## config.mk

```make
export PLATFORM = sky130hd
export DESIGN_NAME = cpu_param
export DESIGN_NICKNAME = d
export VERILOG_FILES = /design/src/rtl/cpu_param_pkg.sv /design/src/rtl/cpu_param_regfile.sv /design/src/rtl/cpu_param.sv
export SDC_FILE = /design/constraint.sdc
export NUM_CORES = 1
export LEC_CHECK = 0
export BUFFER_PORTS_ARGS = -buffer_cell sky130_fd_sc_hd__buf_2
export CORE_ASPECT_RATIO = 0.7
export CORE_MARGIN = 10
export CORE_UTILIZATION = 55
export CTS_CLUSTER_SIZE = 24
export DETAILED_ROUTE_END_ITERATION = 12
export PLACE_DENSITY = 0.78
export SYNTH_ARGS = -nofsm -noshare
export SYNTH_HDL_FRONTEND = slang
export SYNTH_HIERARCHICAL = 1
export SYNTH_SLANG_ARGS = --single-unit
```

## constraint.sdc

```tcl
create_clock -name CLK -period 3.9 [get_ports CLK]
set_input_delay 0.585 -clock CLK [delete_from_list [all_inputs] [get_ports CLK]]
set_output_delay 0.585 -clock CLK [all_outputs]
set_load 0.005 [all_outputs]
```

## src/rtl/cpu_param_pkg.sv

```systemverilog
// Shared encodings for the parametrised single-cycle core: opcodes, ALU selects,
// run/halt states and instruction field positions.
package cpu_param_pkg;

  localparam logic [7:0] OP_LOADI = 8'd0;
  localparam logic [7:0] OP_MOV   = 8'd1;
  localparam logic [7:0] OP_ADD   = 8'd2;
  localparam logic [7:0] OP_SUB   = 8'd3;
  localparam logic [7:0] OP_AND   = 8'd4;
  localparam logic [7:0] OP_OR    = 8'd5;
  localparam logic [7:0] OP_J     = 8'd6;
  localparam logic [7:0] OP_BEQ   = 8'd7;
  localparam logic [7:0] OP_HALT  = 8'd8;

  typedef enum logic [2:0] {
    ALU_FWD,
    ALU_ADD,
    ALU_SUB,
    ALU_AND,
    ALU_OR
  } alu_sel_e;

  typedef enum logic {
    ST_RUN,
    ST_HALT
  } state_e;

  localparam int unsigned OPC_LSB  = 24;
  localparam int unsigned DST_LSB  = 16;
  localparam int unsigned SRC1_LSB = 8;
  localparam int unsigned SRC2_LSB = 0;

endpackage

```

## src/rtl/cpu_param_regfile.sv

```systemverilog
// NREG x DATA_W register file: two combinational read ports, a debug read port,
// one synchronous write port and a synchronous clear.
module cpu_param_regfile #(
  parameter int unsigned DATA_W = 8,
  parameter int unsigned NREG   = 8,
  localparam int unsigned AW    = $clog2(NREG)
) (
  input  logic              clk_i,
  input  logic              rst_i,
  input  logic              we_i,
  input  logic [AW-1:0]     waddr_i,
  input  logic [DATA_W-1:0] wdata_i,
  input  logic [AW-1:0]     raddr1_i,
  output logic [DATA_W-1:0] rdata1_o,
  input  logic [AW-1:0]     raddr2_i,
  output logic [DATA_W-1:0] rdata2_o,
  input  logic [AW-1:0]     dbg_addr_i,
  output logic [DATA_W-1:0] dbg_data_o
);

  logic [DATA_W-1:0] regs_q [NREG];

  always_ff @(posedge clk_i) begin
    if (rst_i) begin
      for (int unsigned i = 0; i < NREG; i++) regs_q[i] <= '0;
    end else if (we_i) begin
      regs_q[waddr_i] <= wdata_i;
    end
  end

  // Reads see the pre-edge contents, so a same-cycle write shows up next cycle.
  assign rdata1_o   = regs_q[raddr1_i];
  assign rdata2_o   = regs_q[raddr2_i];
  assign dbg_data_o = regs_q[dbg_addr_i];

endmodule

```

## src/rtl/cpu_param.sv

```systemverilog
// Parametrised single-cycle core with jump, branch-if-equal and a run/halt FSM.
// Instructions arrive combinationally from imem at the registered PC.
module cpu_param
  import cpu_param_pkg::*;
#(
  parameter int unsigned DATA_W = 8,
  parameter int unsigned NREG   = 8,
  parameter int unsigned PC_W   = 10
) (
  input  logic                    CLK,
  input  logic                    RESET,
  output logic [PC_W-1:0]         PC,
  input  logic [31:0]             INSTRUCTION,
  output logic                    HALTED,
  output logic                    ILLEGAL,
  input  logic [$clog2(NREG)-1:0] DBG_ADDR,
  output logic [DATA_W-1:0]       DBG_DATA
);

  localparam int unsigned AW = $clog2(NREG);

  logic [PC_W-1:0]   pc_q, pc_plus4, offset, pc_next;
  state_e            state_q;
  logic              halted_q;
  logic [7:0]        opcode;
  logic [AW-1:0]     rd, rs1, rs2;
  logic [DATA_W-1:0] rs1_val, rs2_val, imm, fwd_val, alu_y;
  alu_sel_e          alu_sel;
  logic              dec_we, legal, is_j, is_beq, is_halt, run, take;
  logic              unused_src1_hi;

  assign opcode = INSTRUCTION[OPC_LSB +: 8];
  assign rd     = INSTRUCTION[DST_LSB +: AW];
  assign rs1    = INSTRUCTION[SRC1_LSB +: AW];
  assign rs2    = INSTRUCTION[SRC2_LSB +: AW];
  assign imm    = DATA_W'(INSTRUCTION[SRC2_LSB +: 8]);
  assign unused_src1_hi = ^INSTRUCTION[SRC1_LSB+7 : SRC1_LSB+AW];
  assign run    = (state_q == ST_RUN);

  always_comb begin
    dec_we  = 1'b0;
    alu_sel = ALU_FWD;
    fwd_val = rs2_val;
    legal   = 1'b1;
    is_j    = 1'b0;
    is_beq  = 1'b0;
    is_halt = 1'b0;
    case (opcode)
      OP_LOADI: begin dec_we = 1'b1; fwd_val = imm; end
      OP_MOV:   dec_we = 1'b1;
      OP_ADD:   begin dec_we = 1'b1; alu_sel = ALU_ADD; end
      OP_SUB:   begin dec_we = 1'b1; alu_sel = ALU_SUB; end
      OP_AND:   begin dec_we = 1'b1; alu_sel = ALU_AND; end
      OP_OR:    begin dec_we = 1'b1; alu_sel = ALU_OR; end
      OP_J:     is_j = 1'b1;
      OP_BEQ:   is_beq = 1'b1;
      OP_HALT:  is_halt = 1'b1;
      default:  legal = 1'b0;
    endcase
  end

  always_comb begin
    alu_y = fwd_val;
    case (alu_sel)
      ALU_ADD: alu_y = rs1_val + rs2_val;
      ALU_SUB: alu_y = rs1_val + ~rs2_val + DATA_W'(1);
      ALU_AND: alu_y = rs1_val & rs2_val;
      ALU_OR:  alu_y = rs1_val | rs2_val;
      default: alu_y = fwd_val;
    endcase
  end

  // Word offset sign-extended into byte units; all PC arithmetic wraps at 2^PC_W.
  assign offset   = PC_W'($signed({INSTRUCTION[DST_LSB +: 8], 2'b00}));
  assign pc_plus4 = pc_q + PC_W'(4);
  assign take     = is_j | (is_beq & (rs1_val == rs2_val));
  assign pc_next  = take ? (pc_plus4 + offset) : pc_plus4;

  always_ff @(posedge CLK) begin
    if (RESET) begin
      pc_q     <= '0;
      state_q  <= ST_RUN;
      halted_q <= 1'b0;
    end else if (state_q == ST_RUN) begin
      if (is_halt) begin
        state_q  <= ST_HALT;
        halted_q <= 1'b1;
      end else begin
        pc_q <= pc_next;
      end
    end
  end

  cpu_param_regfile #(
    .DATA_W (DATA_W),
    .NREG   (NREG)
  ) u_regfile (
    .clk_i      (CLK),
    .rst_i      (RESET),
    .we_i       (dec_we & run),
    .waddr_i    (rd),
    .wdata_i    (alu_y),
    .raddr1_i   (rs1),
    .rdata1_o   (rs1_val),
    .raddr2_i   (rs2),
    .rdata2_o   (rs2_val),
    .dbg_addr_i (DBG_ADDR),
    .dbg_data_o (DBG_DATA)
  );

  assign PC      = pc_q;
  assign HALTED  = halted_q;
  assign ILLEGAL = run & ~legal;

endmodule

```

# Word level (Yosys, flattened, before mapping)
# Memory sizes are Yosys's and may differ from the RTL's.
# Index checks and enable logic that the tools add are counted.
# Widths: inputs -> output; s select.
# classes
n_mux	19
add_sub_neg	5
bitwise	10
n_eq_ne	13
n_reduce_logical	6
# op_table
op	n
$eq 8x3->1 const B	4
$pmux 8 s4	1
$add 8x8->8	2
$eq 8x2->1 const B	2
$mux 8	2
$mux 1	13
$pmux 3 s4	1
$add 10x10->10	1
$add 10x3->10 const B	1
$mux 10	1
$reduce_or 9->1	1
$add 8x1->8 const B	1
$and 8x8->8	1
$eq 8x1->1 const B	1
$eq 8x4->1 const B	1
$eq 8x8->1	1
$logic_not 8->1	1
$not 8->8	1
$or 8x8->8	1
$reduce_or 8->1	1
$eq 3x2->1 const B	2
$reduce_or 6->1	1
$reduce_and 2->1	2
$and 1x1->1	3
other kinds (5)	7
# totals
regBits	12
mem_count	1
inputBits	37
ramBits	64
out_inout_bits	20
elab_cells	57
# mem_list
memory	words	word_bits	read_ports	rd_ports_with_merged_regs	write_ports	line	source
u_regfile.regs_q	8	8	3	0	8	cpu_param_regfile.sv:21	logic [DATA_W-1:0] regs_q [NREG];

# Depth between registers and ports, before layout
# logic_depth
ltp_word	9
ltp_mapped	16
mapped_depth_nobuf	14

# Modules after synthesis
# The synthesis kept the hierarchy.
# modules_own_cells
mod	cells_each	area_per_inst_um2	seq_area_each_um2	n_inst
cpu_param_regfile	251	4065.1	1921.8	1
cpu_param	291	2177.1	200.2	1

# Worst setup path after synthesis
# OpenSTA, ideal clock, no wires.
# synth_timing
path_kind	input to register
startpoint	input INSTRUCTION[8]
endpoint	memory u_regfile.regs_q[7][6] (data pin)
arrival_ns	3.799
required_ns	3.742
path_slack_ns	-0.056
stages	16
setup_time_ns	0.158
path_buffers	2
path_cell_list	buf_6 -> buf_12 -> mux4_1 -> mux2_2 -> inv_1 -> ha_1 -> inv_1 -> fa_1 -> nor2b_1 -> o21ai_1 -> a21oi_1 -> o311a_1 -> or3_1 -> a31oi_1 -> clkinv_1 -> nor3_1
# synth_lines
element	line	source
start: declaration	cpu_param.sv:13	input logic [31:0] INSTRUCTION,
end: declaration	cpu_param_regfile.sv:21	

==> metrics.md <==
| Metric | Value |
|---|---|
| Lkg Pwr | 2.89 nW |
| Row count | 32 |
| Required time worst endpoint | 4.03 ns |
| Hold Path Class | register to register |
| Final Cycle Share | 96.4% |
| Sequential cell area | 2120 um^2 |
| Via density | 6.56 |
| Initial Util | 56.5% |
| Peak supply drop | 0.214 mV |
| Htree depth | 3 |
| Register area share after synthesis | 34.0% |
| Port buffer count | 49 |
| Vias in the first global route | 4820 |
| Gpl congestion | 0.908 |
| Combinational share of power | 26.1% |
| Distinct cells, synth | 70 |
| Critical-path maximum fanout | 8 |
| Fin nets | 692 |
| Setup slack after layout | 0.140 ns |
| First-pass GRT wire length | 26.7 mm |
| Avg Cell Area, Syn | 11.5 um^2 |
| Final Max Tran Viols | 0 |
| Final Cell Area | 7160 um^2 |
| Top FF cell, synth | edfxtp_1 |
| Post-synth EDFFs | 64 |
| Placement Cell Area | 6830 um^2 |
| Slew @ Worst Pin | 0.727 ns |
| Post-CTS setup buffers | 0 |
| Worst rel slew slack | 51.5% |
| Clock Tree Buf Depth | 2 |
| Post-synth top area cell | edfxtp_1 |
| PwrDens | 324 nW/um^2 |
| Reg power frac | 39.5% |
| Crit path from | INSTRUCTION[0] |
| Hold-critical path depth | 2 |
| Status | completed |
| Critical Path End Type | register |
| Synthesized instance count | 542 |
| CTS tree | done |
| # Max-Cap Violations | 0 |
| Psw | 659 uW |
| # hold bufs at CTS | 0 |
| I/O pin cnt | 57 |
| Drc violations | 0 |
| Yosys top cell area share | 30.8% |
| Area of the multi-input gates | 3760 um^2 |
| RR Endpoint | u_regfile/regs_q[7][6] |
| Worst path max stage delay | 0.57 ns |
| Detail Route Antenna Nets | 0 |
| # diodes | 0 |
| Async S/R FF share, synth | 0% |
| CP cell instances | buf_2 > buf_4 > mux4_1 > mux2_2 > inv_1 > ha_2 > buf_4 > nor2_1 > a221oi_2 > o21bai_1 > mux2i_1 > xnor2_1 > a21oi_1 > clkinv_1 > buf_4 > nor3_1 |
| RSZ-0062 raised after global routing | true |
| Max Fclk | 266 MHz |
| Net Sw Frac | 28.4% |
| Area of the mapped netlist | 6240 um^2 |
| Worst Skew | 0.0107 ns |
| Worst-Skew Late Latency | 0.33 ns |
| Die Y | 109 um |
| 1st-iter DRT viols | 534 |
| Clk sinks | 74 |
| Fin cells | 774 |
| Flop2flop setup slack | 0.18 ns |
| Synth top area cells | edfxtp_1 (31%), mux4_1 (17%), ha_1 (7.0%) |
| Hold EP | HALTED |
| Cell chosen for the clock root | clkbuf_16 |
| Layout filler cell count | 800 |
| Clk pwr share | 34.4% |
| Tmin final | 3.76 ns |
| Die area | 16100 um^2 |
| Crit path kind | input pin to register |
| Synth Register Bits | 74 |
| Via count | 5081 |
| CP most frequent cell | buf_4 |
| Layout cells sized above 1 | 29.5% |
| Reg2reg start | u_regfile/regs_q[1][0] |
| CP startpoint kind | input pin |
| Internal | 1.66 mW |
| Reg clk slew, reported paths | 0.06 ns |
| DP HPWL | 13.0 mm |
| Overall Global Routing Usage | 20.6% |
| Placed cells | 759 |
| Die Wd | 147 um |
| Finish-stage setup viols | 0 |
| Slowest-stage cell, CP | mux4_1 |
| WL/cell | 21.8 um |
| Pre-CTS setup slack | -0.346 ns |
| CP Data Arrival Time | 3.89 ns |
| Largest net degree at the start of global routing | 24 |
| Num CTS Buffers | 9 |
| Area Overhead vs Synth | 14.6% |
| Detailed Routing Iterations Pass 1 | 7 |
| Core area | 11100 um^2 |
| Register-to-Register Path Depth | 15 |
| Top cells by count, synth | nor3_1 (71), edfxtp_1 (64), mux4_1 (41) |
| GRT overflow | 0 |
| Final wirelength | 16.9 mm |
| Startpoint of the worst hold path | HALTED |
| Top-count cell post-synth | nor3_1 |
| Final hold vios | 0 |
| YS warnings | 6 |
| Initial antenna violation count | 0 |
-- area by class of cell --
cell class / instances / share of cell area (%)
Timing Repair Buffer: 103 / 9.09
Multi-Input combinational cell: 391 / 52.6
Clock inverter: 5 / 0.787
Sequential cell: 74 / 29.7
Inverter: 38 / 2.03
Clock buffer: 10 / 3.20
Tap cell: 153 / 2.68
-- worst max-delay path: cells and delay by family --
kind	cells	cell delay, ns
muxes	3	1.01
buffers and inverters	6	0.89
AOI/OAI and AO/OA	3	0.50
xor gates and xnor gates	1	0.16
and+or+nand+nor	2	0.43
adders and majority gates	1	0.30
-- worst max-delay path by stage --
stage / end / slack (ns)
CTS: u_regfile/regs_q[5][6] / 0.002
global placement: u_regfile/regs_q[1][6] / -0.23
floorplan: u_regfile/regs_q[7][6] / 0.02
detailed placement: u_regfile/regs_q[1][6] / -0.35
global route: u_regfile/regs_q[4][5] / -0.02
finish: u_regfile/regs_q[4][5] / 0.14
-- power groups by stage --
| stage | registers (mW) | logic (mW) | clock network [mW] |
|---|---|---|---|
| global route | 0.916 | 0.661 | 0.841 |
| finish | 0.915 | 0.606 | 0.799 |
| detailed placement | 0.929 | 0.579 | 0 |
| global placement | 0.924 | 0.555 | 0 |
| floorplan | 0.913 | 0.392 | 0 |
| CTS | 0.912 | 0.587 | 0.807 |
-- cells in the final DEF (no fill, tap or decap), drive strengths merged, types with 9 or more instances in the layout --
master  count
edfxtp     64
nor3       72
ha         35
clkbuf     10
mux2       27
dfxtp      10
nand2b      9
o21bai     11
buf       103
nand2      18
nor2       31
mux4       48
a21oi      22
inv        32
xnor2      11
o21ai      22
-- stage by stage --
step	setup TNS, ns	total power, mW	utilization, %	hold slack (ns)
CTS	0	2.31	64.5	0.481
global placement	-2.46	1.48	61.8	0.458
detailed placement	-3.91	1.51	61.8	0.466
finish	0	2.32	64.8	0.479
floorplan	0	1.30	-	0.463
global route	-0.0250	2.42	64.8	0.513
-- cells by family after synthesis --
kind of cell	synth area share [%]
other	0.0601
adders and majority gates	7.98
and+or+nand+nor	13.8
AOI/OAI and AO/OA	9.90
xor gates and xnor gates	2.10
DFF	34.0
buffers and inverters	6.45
muxes	25.7
-- sequential cells by signal, summed over array words and instances, names as in the netlist --
signal	count
PC	8
u_regfile/regs_q	64
HALTED	1
state_q	1
-- what timing repair did --
action / in CTS / in global routing
gates cloned: 0 / 0
endpoints found under the setup margin: 3 / 26
endpoints found under the hold margin: 0 / 0
resized for setup: 3 / 13
-- routing by layer --
layer / wire (um) / part of all wire (%) / track usage (%) / vias to the layer above
li1: - / - / - / 2267
met1: 7040 / 42 / 28.6 / 2455
met2: 7540 / 45 / 32.5 / 323
met3: 1950 / 12 / 4.64 / 36
met4: 332 / 2.0 / 4.94 / 0
met5: 0 / 0 / 0 / -
Note: power is estimated with default switching activity, not from simulation.
